## src/rtl/clk_div_cfg_ctrl_if.sv

```systemverilog
// Request/sleep/divider-control bundle between register file, sequencer and divider.
// o_clamped exists only when CLK_DIV_CFG_CLAMP_EN is defined.
interface clk_div_cfg_ctrl_if #(
  parameter int RATIO_W = 8
);
  logic               i_req_valid;
  logic [RATIO_W-1:0] i_req_ratio;
  logic               o_req_ready;
  logic               i_sleep;
  logic               o_clk_en;
  logic [RATIO_W-1:0] o_div_ratio;
  logic               o_locked;
  logic               o_busy;
`ifdef CLK_DIV_CFG_CLAMP_EN
  logic               o_clamped;

  modport master (
    output i_req_valid, i_req_ratio, i_sleep,
    input  o_req_ready, o_clk_en, o_div_ratio, o_locked, o_busy, o_clamped
  );
  modport slave (
    input  i_req_valid, i_req_ratio, i_sleep,
    output o_req_ready, o_clk_en, o_div_ratio, o_locked, o_busy, o_clamped
  );
`else
  modport master (
    output i_req_valid, i_req_ratio, i_sleep,
    input  o_req_ready, o_clk_en, o_div_ratio, o_locked, o_busy
  );
  modport slave (
    input  i_req_valid, i_req_ratio, i_sleep,
    output o_req_ready, o_clk_en, o_div_ratio, o_locked, o_busy
  );
`endif
endinterface

```

## src/rtl/clk_div_cfg_ctrl.sv

```systemverilog
// Glitch-safe ratio/enable sequencer for the integer clock divider, with sleep gate.
// Optional ratio clamp to MAX_RATIO and sticky o_clamped under CLK_DIV_CFG_CLAMP_EN.
module clk_div_cfg_ctrl #(
  parameter int RATIO_W     = 8,
  parameter int RESET_RATIO = 1,
  parameter int SETTLE_CYC  = 4,
  parameter int MAX_RATIO   = 63
) (
  input logic               i_ref_clk,
  input logic               i_rst_n,
  clk_div_cfg_ctrl_if.slave bus
);

  if (SETTLE_CYC < 1 || MAX_RATIO >= (1 << RATIO_W) || RESET_RATIO >= (1 << RATIO_W)) begin : g_param_chk
    $error("clk_div_cfg_ctrl: parameter out of range");
  end

  typedef enum logic [2:0] {ST_RUN, ST_DRAIN, ST_LOAD, ST_LOCK, ST_SLEEP} state_t;

  localparam logic [RATIO_W-1:0] RST_RATIO   = RATIO_W'(RESET_RATIO);
  localparam logic [RATIO_W-1:0] SETTLE_LAST = RATIO_W'(SETTLE_CYC - 1);
  localparam logic [RATIO_W-1:0] MIN_DIV     = RATIO_W'(2);
  localparam logic [RATIO_W-1:0] ONE         = RATIO_W'(1);

  state_t             r_state, w_nxt_state;
  logic [RATIO_W-1:0] r_cnt, w_nxt_cnt;
  logic [RATIO_W-1:0] r_pend, w_nxt_pend;
  logic [RATIO_W-1:0] r_div_ratio, w_nxt_div_ratio;
  logic               r_clk_en, w_nxt_clk_en;
  logic               r_locked, w_nxt_locked;
  logic               r_req_ready, r_busy;
  logic               r_clamped, w_nxt_clamped;
  logic [RATIO_W-1:0] w_req_ratio;
  logic               w_clamp_hit;
  logic               w_accept, w_change;

`ifdef CLK_DIV_CFG_CLAMP_EN
  assign w_clamp_hit   = bus.i_req_ratio > RATIO_W'(MAX_RATIO);
  assign w_req_ratio   = w_clamp_hit ? RATIO_W'(MAX_RATIO) : bus.i_req_ratio;
  assign bus.o_clamped = r_clamped;
`else
  assign w_clamp_hit = 1'b0;
  assign w_req_ratio = bus.i_req_ratio;
`endif

  // Ready is only ever high in RUN; sleep still takes priority over a request.
  assign w_accept = bus.i_req_valid & r_req_ready & ~bus.i_sleep;
  assign w_change = w_accept & (w_req_ratio != r_div_ratio);

  always_ff @(posedge i_ref_clk or negedge i_rst_n) begin
    if (!i_rst_n) r_state <= ST_RUN;
    else          r_state <= w_nxt_state;
  end

  always_comb begin
    w_nxt_state = r_state;
    case (r_state)
      ST_RUN: begin
        if (bus.i_sleep)   w_nxt_state = ST_SLEEP;
        else if (w_change) w_nxt_state = ST_DRAIN;
      end
      ST_DRAIN: if (r_cnt == SETTLE_LAST) w_nxt_state = ST_LOAD;
      ST_LOAD:  w_nxt_state = (r_pend < MIN_DIV) ? ST_RUN : ST_LOCK;
      ST_LOCK:  if (r_cnt == r_div_ratio) w_nxt_state = ST_RUN;
      ST_SLEEP: if (!bus.i_sleep) w_nxt_state = (r_div_ratio >= MIN_DIV) ? ST_LOCK : ST_RUN;
      default:  w_nxt_state = ST_RUN;
    endcase
  end

  always_comb begin
    w_nxt_cnt       = r_cnt;
    w_nxt_pend      = r_pend;
    w_nxt_div_ratio = r_div_ratio;
    w_nxt_clk_en    = r_clk_en;
    w_nxt_locked    = r_locked;
    w_nxt_clamped   = r_clamped;
    case (r_state)
      ST_RUN: begin
        if (bus.i_sleep) begin
          w_nxt_clk_en = 1'b0;
          w_nxt_locked = 1'b0;
        end else if (w_accept) begin
          w_nxt_pend    = w_req_ratio;
          w_nxt_clamped = r_clamped | w_clamp_hit;
          if (w_change) begin
            w_nxt_clk_en = 1'b0;
            w_nxt_locked = 1'b0;
            w_nxt_cnt    = '0;
          end
        end
      end
      ST_DRAIN: begin
        w_nxt_cnt = r_cnt + ONE;
        if (r_cnt == SETTLE_LAST) w_nxt_div_ratio = r_pend;
      end
      ST_LOAD: begin
        // LOCK counts from 1 so lock lands exactly o_div_ratio cycles after enable.
        w_nxt_cnt = ONE;
        if (r_pend < MIN_DIV) w_nxt_locked = 1'b1;
        else                  w_nxt_clk_en = 1'b1;
      end
      ST_LOCK: begin
        w_nxt_cnt = r_cnt + ONE;
        if (r_cnt == r_div_ratio) w_nxt_locked = 1'b1;
      end
      ST_SLEEP: begin
        if (!bus.i_sleep) begin
          w_nxt_cnt = ONE;
          if (r_div_ratio >= MIN_DIV) w_nxt_clk_en = 1'b1;
          else                        w_nxt_locked = 1'b1;
        end
      end
      default: ;
    endcase
  end

  always_ff @(posedge i_ref_clk or negedge i_rst_n) begin
    if (!i_rst_n) begin
      r_cnt       <= '0;
      r_pend      <= RST_RATIO;
      r_div_ratio <= RST_RATIO;
      r_clk_en    <= (RESET_RATIO >= 2);
      r_locked    <= 1'b1;
      r_req_ready <= 1'b1;
      r_busy      <= 1'b0;
      r_clamped   <= 1'b0;
    end else begin
      r_cnt       <= w_nxt_cnt;
      r_pend      <= w_nxt_pend;
      r_div_ratio <= w_nxt_div_ratio;
      r_clk_en    <= w_nxt_clk_en;
      r_locked    <= w_nxt_locked;
      r_req_ready <= (w_nxt_state == ST_RUN);
      r_busy      <= (w_nxt_state != ST_RUN);
      r_clamped   <= w_nxt_clamped;
    end
  end

  assign bus.o_req_ready = r_req_ready;
  assign bus.o_clk_en    = r_clk_en;
  assign bus.o_div_ratio = r_div_ratio;
  assign bus.o_locked    = r_locked;
  assign bus.o_busy      = r_busy;

endmodule

```

## src/flat_wrapper.sv

```systemverilog
// flat-port wrapper written by rule: the top's interface ports become plain ports
module clk_div_cfg_ctrl_flat 
#(
  parameter int RATIO_W     = 8,
  parameter int RESET_RATIO = 1,
  parameter int SETTLE_CYC  = 4,
  parameter int MAX_RATIO   = 63
)
  (i_ref_clk, i_rst_n, bus_i_req_valid, bus_i_req_ratio, bus_i_sleep, bus_o_req_ready, bus_o_clk_en, bus_o_div_ratio, bus_o_locked, bus_o_busy);
  clk_div_cfg_ctrl_if #(.RATIO_W(RATIO_W)) bus_i ();
  input logic i_ref_clk;
  input logic i_rst_n;
  input wire logic [$bits(bus_i.i_req_valid)-1:0] bus_i_req_valid;
  input wire logic [$bits(bus_i.i_req_ratio)-1:0] bus_i_req_ratio;
  input wire logic [$bits(bus_i.i_sleep)-1:0] bus_i_sleep;
  output wire logic [$bits(bus_i.o_req_ready)-1:0] bus_o_req_ready;
  output wire logic [$bits(bus_i.o_clk_en)-1:0] bus_o_clk_en;
  output wire logic [$bits(bus_i.o_div_ratio)-1:0] bus_o_div_ratio;
  output wire logic [$bits(bus_i.o_locked)-1:0] bus_o_locked;
  output wire logic [$bits(bus_i.o_busy)-1:0] bus_o_busy;
  assign bus_i.i_req_valid = bus_i_req_valid;
  assign bus_i.i_req_ratio = bus_i_req_ratio;
  assign bus_i.i_sleep = bus_i_sleep;
  assign bus_o_req_ready = bus_i.o_req_ready;
  assign bus_o_clk_en = bus_i.o_clk_en;
  assign bus_o_div_ratio = bus_i.o_div_ratio;
  assign bus_o_locked = bus_i.o_locked;
  assign bus_o_busy = bus_i.o_busy;
  clk_div_cfg_ctrl #(.RATIO_W(RATIO_W), .RESET_RATIO(RESET_RATIO), .SETTLE_CYC(SETTLE_CYC), .MAX_RATIO(MAX_RATIO)) u_core (.i_ref_clk(i_ref_clk), .i_rst_n(i_rst_n), .bus(bus_i));
endmodule
```

## config.mk

```make
export PLATFORM = sky130hd
export DESIGN_NAME = clk_div_cfg_ctrl_flat
export DESIGN_NICKNAME = d
export VERILOG_FILES = /design/src/rtl/clk_div_cfg_ctrl_if.sv /design/src/rtl/clk_div_cfg_ctrl.sv /design/src/flat_wrapper.sv
export SDC_FILE = /design/constraint.sdc
export NUM_CORES = 1
export LEC_CHECK = 0
export ABC_AREA = 1
export ABC_CLOCK_PERIOD_IN_PS = 4370
export CELL_PAD_IN_SITES_DETAIL_PLACEMENT = 0
export CELL_PAD_IN_SITES_GLOBAL_PLACEMENT = 1
export CORE_MARGIN = 5
export CORE_UTILIZATION = 35
export DETAILED_ROUTE_END_ITERATION = 16
export DONT_BUFFER_PORTS = 1
export PLACE_DENSITY_LB_ADDON = 0.1
export SLEW_MARGIN = 10
export SYNTH_ARGS = -nofsm -noshare
export SYNTH_HDL_FRONTEND = slang
export SYNTH_SLANG_ARGS = --single-unit
```

## constraint.sdc

```tcl
create_clock -name i_ref_clk -period 4.37 [get_ports i_ref_clk]
set_input_delay 1.311 -clock i_ref_clk [delete_from_list [all_inputs] [get_ports i_ref_clk]]
set_output_delay 1.311 -clock i_ref_clk [all_outputs]
set_load 0.03 [all_outputs]
```

==> out/qor.csv, run 1 <==
metric,value,unit
kind_of_capture_point_of_the_worst_setup_path,output pin,
netSwitchingPower,604,µW
power_switching_share,45.5,%
std_cell_rows,26,
grt_setup_unrepaired,no,
pin_count_of_the_biggest_net_entering_global_routing,32,
wl_per_cell,13.3,µm
power_leakage,0.970,nW
fin_setup_tns,0,ps
first_global_vias,1538,
detailedRoute.firstPassIterationCount,4,
seq_power_share,44.6,%
start_util,35.9,%
global_route.overflow_total,0,
fmax,444,MHz
yosys-top-cells-area,"sky130_fd_sc_hd__dfrtp_1 (37%), sky130_fd_sc_hd__nand2_1 (18%), sky130_fd_sc_hd__dfstp_2 (5.8%), sky130_fd_sc_hd__nor2_1 (4.9%), sky130_fd_sc_hd__xnor2_1 (4.3%)",
cts_tree,done,
vias_per_cell,4.64,
p_int,722,µW
clock-sinks,31,
die_area,0.00674,mm²
seqCellArea,781,µm²
worst_slew_margin_rel,64.3,%
antenna_found_initial,0,
detail_route.wirelength,4.24,mm
multiInputGateArea,915,µm²
crit_path_max_fanout,4,
antenna_left,0,
detail_route.drc_violations,0,
synthesis.area_per_instance,7.52,µm²
power_frac_clock,19.1,%
yosysTopAreaCell,sky130_fd_sc_hd__dfrtp_1,
drt_iter0_drc,43,
yosys_most_used_dff,sky130_fd_sc_hd__dfrtp_1,
clk-insertion-delay-late,280,ps
worst_pin_slew,535,ps
drive_above_1_share,17.3,%
syn-cell-area,0.00182,mm²
cts-hold-fix-buffers,0,
area_growth_syn_to_layout,9.42,%
crit_type,flip-flop to output pin,
dp_hpwl,3.27,mm
cts_max_path_buffers,2,
cts_made_buffers,5,
mappedNetlistNets,255,
post-route-min-period,2250,ps
gpl.final_weighted_congestion,0.742,
clk_root_buffer_cell,sky130_fd_sc_hd__clkbuf_8,
clkTransAtPathRegs,70,ps
synthArstFlopShare,100,%
synth_most_common_cell,sky130_fd_sc_hd__nand2_1,
irDropWorstVdd,0.000256,V
synth_top_area_share,37.1,%
die_height,82.1,µm
finish.net_count,260,
vias,1476,
core_area,0.00507,mm²
powerDensity,666,mW/mm²
nFillCells,579,
yosys.cell_types.count,29,
critical_path_arrival,940,ps
maximum_level_of_the_cts_h_tree,2,
comb_pwr_share,36.3,%
synth.yosys.warnings,0,
first_pass_grt_wire_length,7.49,mm
timing.max_cap.violations,0,
post_synth_edffs,0,
post-cts-setup-buffer-count,0,
run_status,"finished, final reports clean",
die_w,82.1,µm
slew_viols_final,0,
worst-endpoint-required,3060,ps
cp-start-kind,flip-flop,
synth_seq_cells,31,
synth_commonest_cells,"sky130_fd_sc_hd__nand2_1 (86), sky130_fd_sc_hd__dfrtp_1 (27), sky130_fd_sc_hd__nor2_1 (24)",
post_cts_resize_count,0,
min_period_over_period,51.5,%
synth.yosys.seq_area_share,42.9,%
hp-class,flip-flop to flip-flop,
grt.total_usage,14.9,%
final-setup-viol-count,0,
diodes,0,
io_buffer_count,0,
p_total,1.33,mW
io_pins,24,
hold_violations_final,0,
setup_clock_skew_after_layout,5.93,ps
fin_worst_hold_slack,471,ps
synthCells,242,
layout make-up:
class	count	area share, %
multi-input combinational	180	45.9
sequential	31	39.2
inverter	29	5.46
clock buffer	8	5.03
tap	70	4.40
final timing paths:
path / slack, ps / startpoint / end / cells past startpoint
min reg2reg: 470 / u_core.r_pend[0] / u_core.r_pend[0] / 2
min: 470 / u_core.r_pend[0] / u_core.r_pend[0] / 2
max reg2reg: 2620 / u_core.r_cnt[0] / u_core.bus.o_div_ratio[3] / 6
min in group asynchronous: 710 / i_rst_n / u_core.r_cnt[2] / 0
max in group asynchronous: 3480 / i_rst_n / u_core.bus.o_req_ready / 0
max: 2120 / u_core.bus.o_div_ratio[0] / bus_o_div_ratio[0] / 0
power groups by stage:
| stage | Sequential (mW) | Clock [mW] | Combinational, mW |
|---|---|---|---|
| 5_1_grt | 0.612 | 0.277 | 0.565 |
| 2_1_floorplan | 0.567 | 0 | 0.402 |
| 4_1_cts | 0.596 | 0.266 | 0.494 |
| 6_report | 0.591 | 0.253 | 0.481 |
| 3_5_place_dp | 0.601 | 0 | 0.492 |
| 3_3_place_gp | 0.601 | 0 | 0.493 |
routing by layer:
metal  share of wire, %  vias up  wire [µm]  global-route usage (%)
li1                   -      769          -                       -
met1                 49      673       2070                    20.0
met2                 45       29       1890                    22.9
met3                5.2        5        219                    4.66
met4                1.4        0         58                    4.49
met5                  0        -          0                       0
logic make-up after synthesis:
group | after synthesis | synth area share, %
AO/OA/AOI/OAI | 25 | 8.73
adder cells (fa/ha/maj) | 1 | 0.687
XOR/XNOR | 10 | 4.81
buffers and inverters | 31 | 6.87
AND/OR/NAND/NOR | 144 | 36.0
flip-flops | 31 | 42.9
sequential cells by signal (all words and copies together) (netlist names):
| register | count |
|---|---|
| u_core.r_cnt | 8 |
| u_core.bus.o_busy | 1 |
| u_core.r_state | 3 |
| u_core.bus.o_req_ready | 1 |
| u_core.bus.o_clk_en | 1 |
| u_core.bus.o_div_ratio | 8 |
| u_core.bus.o_locked | 1 |
| u_core.r_pend | 8 |
through the flow:
stage	area [µm²]	util, %	std cells	setup WS [ps]
4_1_cts	1990	39.3	318	2100
6_report	1990	39.3	318	2120
2_1_floorplan	1820	-	242	2300
5_1_grt	1990	39.3	318	2040
3_5_place_dp	1890	37.3	310	1890
3_3_place_gp	1890	37.3	310	1860
cells in the final DEF, fill, tap and decap left out:
master,netlist,final
sky130_fd_sc_hd__a21oi_2,5,5
sky130_fd_sc_hd__nor2_4,1,1
sky130_fd_sc_hd__nand3_4,1,1
sky130_fd_sc_hd__nor3_4,1,1
sky130_fd_sc_hd__nand2_1,86,86
sky130_fd_sc_hd__nor2_2,5,5
sky130_fd_sc_hd__nand3_2,1,1
sky130_fd_sc_hd__a21oi_1,4,4
sky130_fd_sc_hd__nor3_1,2,2
sky130_fd_sc_hd__or2_1,1,1
sky130_fd_sc_hd__xor2_1,1,1
sky130_fd_sc_hd__dfrtp_1,27,27
sky130_fd_sc_hd__clkbuf_8,0,7
sky130_fd_sc_hd__inv_1,20,20
sky130_fd_sc_hd__inv_2,9,9
sky130_fd_sc_hd__or2_2,1,1
sky130_fd_sc_hd__nand4_1,5,5
sky130_fd_sc_hd__o21ai_1,4,4
sky130_fd_sc_hd__nand4_4,1,1
sky130_fd_sc_hd__nand2_2,3,3
sky130_fd_sc_hd__ha_1,1,1
sky130_fd_sc_hd__dfstp_2,4,4
sky130_fd_sc_hd__nand3b_1,1,1
sky130_fd_sc_hd__clkbuf_1,0,1
sky130_fd_sc_hd__nand3_1,11,11
sky130_fd_sc_hd__xnor2_1,9,9
sky130_fd_sc_hd__o21ai_2,4,4
sky130_fd_sc_hd__nor2_1,24,24
sky130_fd_sc_hd__o21ai_0,8,8
(Power assumes the default switching activity.)
==> inputs of run 2 (changes only) <==
--- a/config.mk
+++ b/config.mk
@@ -6,7 +6,7 @@
 export NUM_CORES = 1
 export LEC_CHECK = 0
 export ABC_AREA = 1
-export ABC_CLOCK_PERIOD_IN_PS = 4370
+export ABC_CLOCK_PERIOD_IN_PS = 2300
 export CELL_PAD_IN_SITES_DETAIL_PLACEMENT = 0
 export CELL_PAD_IN_SITES_GLOBAL_PLACEMENT = 1
 export CORE_MARGIN = 5
==> constraint.sdc (replaced) <==
create_clock -name i_ref_clk -period 2.3 [get_ports i_ref_clk]
set_input_delay 0.69 -clock i_ref_clk [delete_from_list [all_inputs] [get_ports i_ref_clk]]
set_output_delay 0.69 -clock i_ref_clk [all_outputs]
set_load 0.03 [all_outputs]
==> run 2 against run 1 <==
Clock power grew 78%. Critical path type is now flip-flop to flip-flop. Design area about the same. Worst setup slack got worse by 1500 ps. Sequential power increased by 88%. Sequential share of layout area barely moved. Via count rose by 0.41%. Flip-flop and latch count is the same. Count of clock-buffer cells in the layout decreased by 1. Critical path depth is 6 higher. Cell count up 0.31%.
==> out/qor.csv, run 2 (synthesis gave the netlist of run 1 again) <==
metric,value,unit,change
worst-endpoint-required,2460,ps,-600 ps
kind_of_capture_point_of_the_worst_setup_path,flip-flop,,
clock-sinks,31,,unchanged
min_period_over_period,73.4,%,
grt_setup_unrepaired,no,,
timing.max_cap.violations,0,,unchanged
clk-insertion-delay-late,280,ps,about the same
hp-class,input port to async pin,,
irDropWorstVdd,0.000423,V,+65%
dpl_cell_area,0.00190,mm²,+0.40%
fmax,592,MHz,
cpMaxStageDelayCell,sky130_fd_sc_hd__dfrtp_1,,
cts-hold-fix-buffers,0,,unchanged
start_util,35.9,%,unchanged
final-setup-viol-count,0,,unchanged
die_area,0.00674,mm²,unchanged
hold_violations_final,0,,unchanged
crit_type,flip-flop to flip-flop,,
gpl.final_weighted_congestion,0.737,,-0.57%
first_global_vias,1545,,+0.46%
grt.total_usage,15.1,%,+0.23 points
cts_made_buffers,5,,unchanged
slowest_delay,430,ps,
post-cts-setup-buffer-count,0,,unchanged
antenna_found_initial,0,,unchanged
maximum_level_of_the_cts_h_tree,2,,unchanged
cts_tree,done,,
layout_common_cells,"sky130_fd_sc_hd__nand2_1 (86), sky130_fd_sc_hd__dfrtp_1 (27), sky130_fd_sc_hd__nor2_1 (24)",,
nFillCells,578,,-0.17%
global_route.overflow_total,0,,unchanged
finish.net_count,261,,+0.38%
post_cts_resize_count,0,,unchanged
antenna_left,0,,unchanged
powerDensity,1260,mW/mm²,+89%
fin_setup_tns,0,ps,unchanged
vias_per_cell,4.65,,about the same
detail_route.wirelength,4.35,mm,+2.6%
multiInputGateArea,915,µm²,unchanged
run_status,"finished, final reports clean",,
final_common_cell,sky130_fd_sc_hd__nand2_1,,
pin_count_of_the_biggest_net_entering_global_routing,32,,unchanged
drive_above_1_share,17.7,%,+0.33 points
detailedRoute.firstPassIterationCount,4,,unchanged
crit_path_max_fanout,18,,+14
crit_family,simple AND/OR/NAND/NOR gates,,
seqCellArea,781,µm²,unchanged
die_height,82.1,µm,unchanged
io_pins,24,,unchanged
reg2reg_depth,6,,unchanged
critical_path_arrival,1850,ps,+910 ps
cts_max_path_buffers,2,,unchanged
io_buffer_count,0,,unchanged
dp_hpwl,3.30,mm,+1.0%
vias,1482,,+0.41%
cp-start-kind,flip-flop,,
timing.critical_path.buf_inv,0,,
core_area,0.00507,mm²,unchanged
area_of_all_placed_cells_without_fillers,0.00199,mm²,about the same
detail_route.drc_violations,0,,unchanged
worst_pin_slew,554,ps,+18.6 ps
critical_path.cell_chain,ha_1 > nand4_4 > nor3_4 > nand3_4 > nor2_1 > a21oi_2,,
first_pass_grt_wire_length,7.60,mm,+1.4%
slew_viols_final,0,,unchanged
post-route-min-period,1690,ps,
clk_root_buffer_cell,sky130_fd_sc_hd__clkbuf_8,,
die_w,82.1,µm,unchanged
clkTransAtPathRegs,60,ps,about the same
std_cell_rows,26,,unchanged
worst_slew_margin_rel,63.0,%,-1.2 points
power_leakage,0.972,nW,+0.19%
r2r_start,u_core.r_cnt[1],,
drt_iter0_drc,79,,+84%
p_total,2.51,mW,+89%
area_growth_syn_to_layout,9.35,%,about the same
diodes,0,,unchanged
wl_per_cell,13.6,µm,+2.3%
setup_clock_skew_after_layout,5.27,ps,-0.664 ps
regToRegEndpoint,u_core.bus.o_div_ratio[3],,
setup.reg_to_reg.worst_slack,610,ps,-2010 ps
-- run 2: changes by cell type in the layout (fill, tap and decap cells not counted) --
cell                       delta
sky130_fd_sc_hd__buf_4        +1
sky130_fd_sc_hd__clkinv_2     +1
sky130_fd_sc_hd__clkbuf_8     -1
-- run 2: area by class of cell --
| type | instances | share of cell area, % |
|---|---|---|
| Sequential cell | 31 | 39.2 |
| Clock inverter | 1 | 0.251 |
| Tap cell | 70 | 4.40 |
| Timing Repair Buffer | 1 | 0.377 |
| Inverter | 29 | 5.47 |
| Multi-Input combinational cell | 180 | 45.9 |
| Clock buffer | 7 | 4.34 |
-- run 2: per-stage QoR --
stage               cells  setup slack (ps)  hold WS (ps)  util [%]
floorplan             242               848           394         -
global placement      311               472           396      37.4
detailed placement    311               469           396      37.4
CTS                   319               596          82.5      39.2
global route          319               411          73.7      39.2
finish                319               611           101      39.2
-- run 2: where the power goes --
part	total [mW]	leakage [nW]	switching (mW)	internal, mW
logic	0.944	0.531	0.595	0.349
registers	1.11	0.392	0.355	0.758
clock network	0.451	0.0482	0.210	0.241
-- run 2: worst register-to-register path, stage by stage (launching register included) --
cell                      delay [ps]
sky130_fd_sc_hd__dfrtp_1         430
sky130_fd_sc_hd__ha_1            290
sky130_fd_sc_hd__nand4_4         130
sky130_fd_sc_hd__nor3_4          180
sky130_fd_sc_hd__nand3_4         270
sky130_fd_sc_hd__nor2_1          230
sky130_fd_sc_hd__a21oi_2          40
-- run 2: worst max path at each step --
stage	startpoint	endpoint	slack, ps	cells after the start
3_5_place_dp	bus_i_sleep	u_core.r_pend[3]	470	6
3_3_place_gp	bus_i_sleep	u_core.r_pend[3]	470	6
5_1_grt	u_core.bus.o_div_ratio[4]	u_core.r_cnt[3]	410	9
6_report	u_core.r_cnt[1]	u_core.bus.o_div_ratio[3]	610	6
2_1_floorplan	bus_i_req_ratio[4]	u_core.r_cnt[7]	850	9
4_1_cts	u_core.r_state[1]	u_core.r_pend[3]	600	8
-- run 2: per-layer routing --
| metal | part of all wire [%] | wire, µm | vias to the layer above | track usage [%] |
|---|---|---|---|---|
| met5 | 0 | 0 | - | 0 |
| li1 | - | - | 773 | - |
| met3 | 5.2 | 226 | 8 | 3.80 |
| met1 | 47 | 2030 | 670 | 20.1 |
| met2 | 46 | 2020 | 31 | 23.3 |
| met4 | 1.7 | 76 | 0 | 6.31 |
==> inputs of run 3 (changes only) <==
--- a/config.mk
+++ b/config.mk
@@ -6,7 +6,7 @@
 export NUM_CORES = 1
 export LEC_CHECK = 0
 export ABC_AREA = 1
-export ABC_CLOCK_PERIOD_IN_PS = 2300
+export ABC_CLOCK_PERIOD_IN_PS = 1500
 export CELL_PAD_IN_SITES_DETAIL_PLACEMENT = 0
 export CELL_PAD_IN_SITES_GLOBAL_PLACEMENT = 1
 export CORE_MARGIN = 5
==> constraint.sdc (replaced) <==
create_clock -name i_ref_clk -period 1.5 [get_ports i_ref_clk]
set_input_delay 0.45 -clock i_ref_clk [delete_from_list [all_inputs] [get_ports i_ref_clk]]
set_output_delay 0.45 -clock i_ref_clk [all_outputs]
set_load 0.03 [all_outputs]
==> run 3 against run 2 <==
First-iteration DRC count grew 14%. Wire length up 4.9%. Clock power is 42% higher. Design area rose by 17%. Global-route usage grew 0.29 points. Sequential share of layout area is 5.8 points lower. Sequential power is 34% higher. Critical path type is now flip-flop to output pin. Largest cell class unchanged. Largest power group is now combinational cells. Highest routed layer unchanged.
==> out/qor.csv, run 3 (synthesis gave the netlist of run 1 again) <==
metric,value,unit,change
detail_route.wirelength,4.56,mm,+4.9%
antenna_left,0,,unchanged
final-setup-viol-count,0,,unchanged
holdPathStages,2,,
first_global_vias,1606,,+3.9%
start_util,35.9,%,unchanged
cpMaxStageDelayCell,sky130_fd_sc_hd__dfstp_2,,
setup.reg_to_reg.worst_slack,40,ps,-570 ps
cts_tree,done,,
antenna_found_initial,0,,unchanged
cts_max_path_buffers,2,,unchanged
critical_path.cell_chain,buf_4,,
hp-class,input port to flip-flop,,
die_height,82.1,µm,unchanged
clk_root_buffer_cell,sky130_fd_sc_hd__clkbuf_8,,
slowest_delay,560,ps,+130 ps
powerDensity,1870,mW/mm²,+49%
area_growth_syn_to_layout,28.5,%,
run_status,"finished, final reports clean",,
cp-start-kind,flip-flop,,
core_area,0.00507,mm²,unchanged
dpl_cell_area,0.00207,mm²,+9.0%
io_buffer_count,0,,unchanged
clk-insertion-delay-late,280,ps,about the same
critical_path_depth,1,,-5
drt_iter0_drc,90,,+14%
worst_setup_path_endpoint,bus_o_div_ratio[0],,
maximum_level_of_the_cts_h_tree,2,,unchanged
irDropWorstVdd,0.000696,V,+65%
hold_violations_final,0,,unchanged
detail_route.drc_violations,0,,unchanged
kind_of_capture_point_of_the_worst_setup_path,output pin,,
io_pins,24,,unchanged
crit_type,flip-flop to output pin,,
worst-endpoint-required,1050,ps,-1410 ps
grt.total_usage,15.4,%,+0.29 points
timing.critical_path.buf_inv,1,,+1
critical_path.startpoint,u_core.bus.o_div_ratio[0],,
die_w,82.1,µm,unchanged
area_of_all_placed_cells_without_fillers,0.00234,mm²,+17%
vias_per_cell,4.61,,-0.75%
slew_viols_final,0,,unchanged
setup_clock_skew_after_layout,5.51,ps,+0.245 ps
fin_setup_tns,0,ps,unchanged
r2r_start,u_core.bus.o_div_ratio[0],,
min_period_over_period,97.2,%,
dp_hpwl,3.45,mm,+4.4%
fmax,686,MHz,
timing.max_cap.violations,0,,unchanged
global_route.overflow_total,0,,unchanged
clock-sinks,31,,unchanged
nFillCells,561,,-2.9%
crit_family,flip-flops,,
first_pass_grt_wire_length,7.61,mm,+0.18%
std_cell_rows,26,,unchanged
final_common_cell,sky130_fd_sc_hd__nand2_1,,
die_area,0.00674,mm²,unchanged
gpl.final_weighted_congestion,0.786,,+6.6%
clkTransAtPathRegs,70,ps,about the same
pin_count_of_the_biggest_net_entering_global_routing,32,,unchanged
cts_made_buffers,5,,unchanged
vias,1600,,+8.0%
layout_common_cells,"sky130_fd_sc_hd__nand2_1 (73), sky130_fd_sc_hd__dfrtp_1 (26), sky130_fd_sc_hd__buf_4 (24)",,
regToRegEndpoint,u_core.r_cnt[1],,
drive_above_1_share,33.2,%,+16 points
diodes,0,,unchanged
reg2reg_depth,9,,+3
post-route-min-period,1460,ps,
critical_path_arrival,1010,ps,-840 ps
grt_setup_unrepaired,yes,,
multiInputGateArea,0.00101,mm²,+11%
detailedRoute.firstPassIterationCount,4,,unchanged
finish.net_count,289,,+11%
worst_slew_margin_rel,71.0,%,+8.0 points
wl_per_cell,13.1,µm,-3.6%
worst_pin_slew,432,ps,-122 ps
seqCellArea,782,µm²,+0.16%
crit_path_max_fanout,4,,-14
power_leakage,1.14,nW,+17%
run 3: worst min-delay path by stage:
| stage | to | start | slack [ps] |
|---|---|---|---|
| global placement | u_core.r_cnt[5] | i_rst_n | 160 |
| detailed placement | u_core.r_cnt[2] | i_rst_n | 160 |
| CTS | u_core.r_pend[0] | bus_i_req_ratio[0] | 250 |
| finish | u_core.r_pend[0] | bus_i_req_ratio[0] | 260 |
| global route | u_core.r_pend[0] | bus_i_req_ratio[0] | 260 |
| floorplan | u_core.bus.o_busy | i_rst_n | 150 |
run 3: cell type report:
class,instances,area share [%]
multi-input combinational,180,43.4
sequential,31,33.4
clock buffer,7,3.26
inverter,29,4.76
timing repair buffer,29,11.2
tap,70,3.75
clock inverter,1,0.214
run 3: power by group:
group,switching (mW),total (mW),leakage (nW),internal (mW)
combinational,1.37,2.25,0.704,0.877
sequential,0.323,1.49,0.391,1.17
clock,0.315,0.640,0.0422,0.325
total,2.01,4.38,1.14,2.37
run 3: through the flow:
step | hold slack [ps] | utilization, % | cells | power (mW) | setup WS [ps]
4_1_cts | 254 | 44.2 | 345 | 4.25 | 2.23
5_1_grt | 262 | 46.1 | 347 | 4.76 | -63.0
3_3_place_gp | 156 | 40.8 | 332 | 3.43 | -130
3_5_place_dp | 156 | 40.8 | 332 | 3.43 | -124
6_report | 259 | 46.1 | 347 | 4.38 | 41.5
2_1_floorplan | 154 | - | 242 | 2.82 | 53.3
run 3: repair_timing:
action                                  in CTS  in global routing
hold buffers                                 2                  0
endpoints found under the setup margin      14                 16
buffers inserted                             3                  2
resized for setup                           11                 24
gates cloned                                 0                  0
pin swaps                                    9                  8
endpoints found under the hold margin       31                  0
run 3: layer usage:
| layer | up-vias | routed length, µm | track usage, % |
|---|---|---|---|
| met5 | - | 0 | 0 |
| met4 | 0 | 71 | 6.64 |
| met3 | 8 | 189 | 3.80 |
| met2 | 25 | 1990 | 23.2 |
| met1 | 737 | 2310 | 21.0 |
| li1 | 830 | - | - |
run 3: worst reg2reg max path, stage by stage (launching register included):
cell	delay (ps)
sky130_fd_sc_hd__dfstp_2	560
sky130_fd_sc_hd__xnor2_1	120
sky130_fd_sc_hd__nand2_1	80
sky130_fd_sc_hd__nor2_2	140
sky130_fd_sc_hd__nand2_2	110
sky130_fd_sc_hd__nand2_4	110
sky130_fd_sc_hd__nand2_4	70
sky130_fd_sc_hd__nand2_8	90
sky130_fd_sc_hd__nand2_1	70
sky130_fd_sc_hd__nand2_1	50
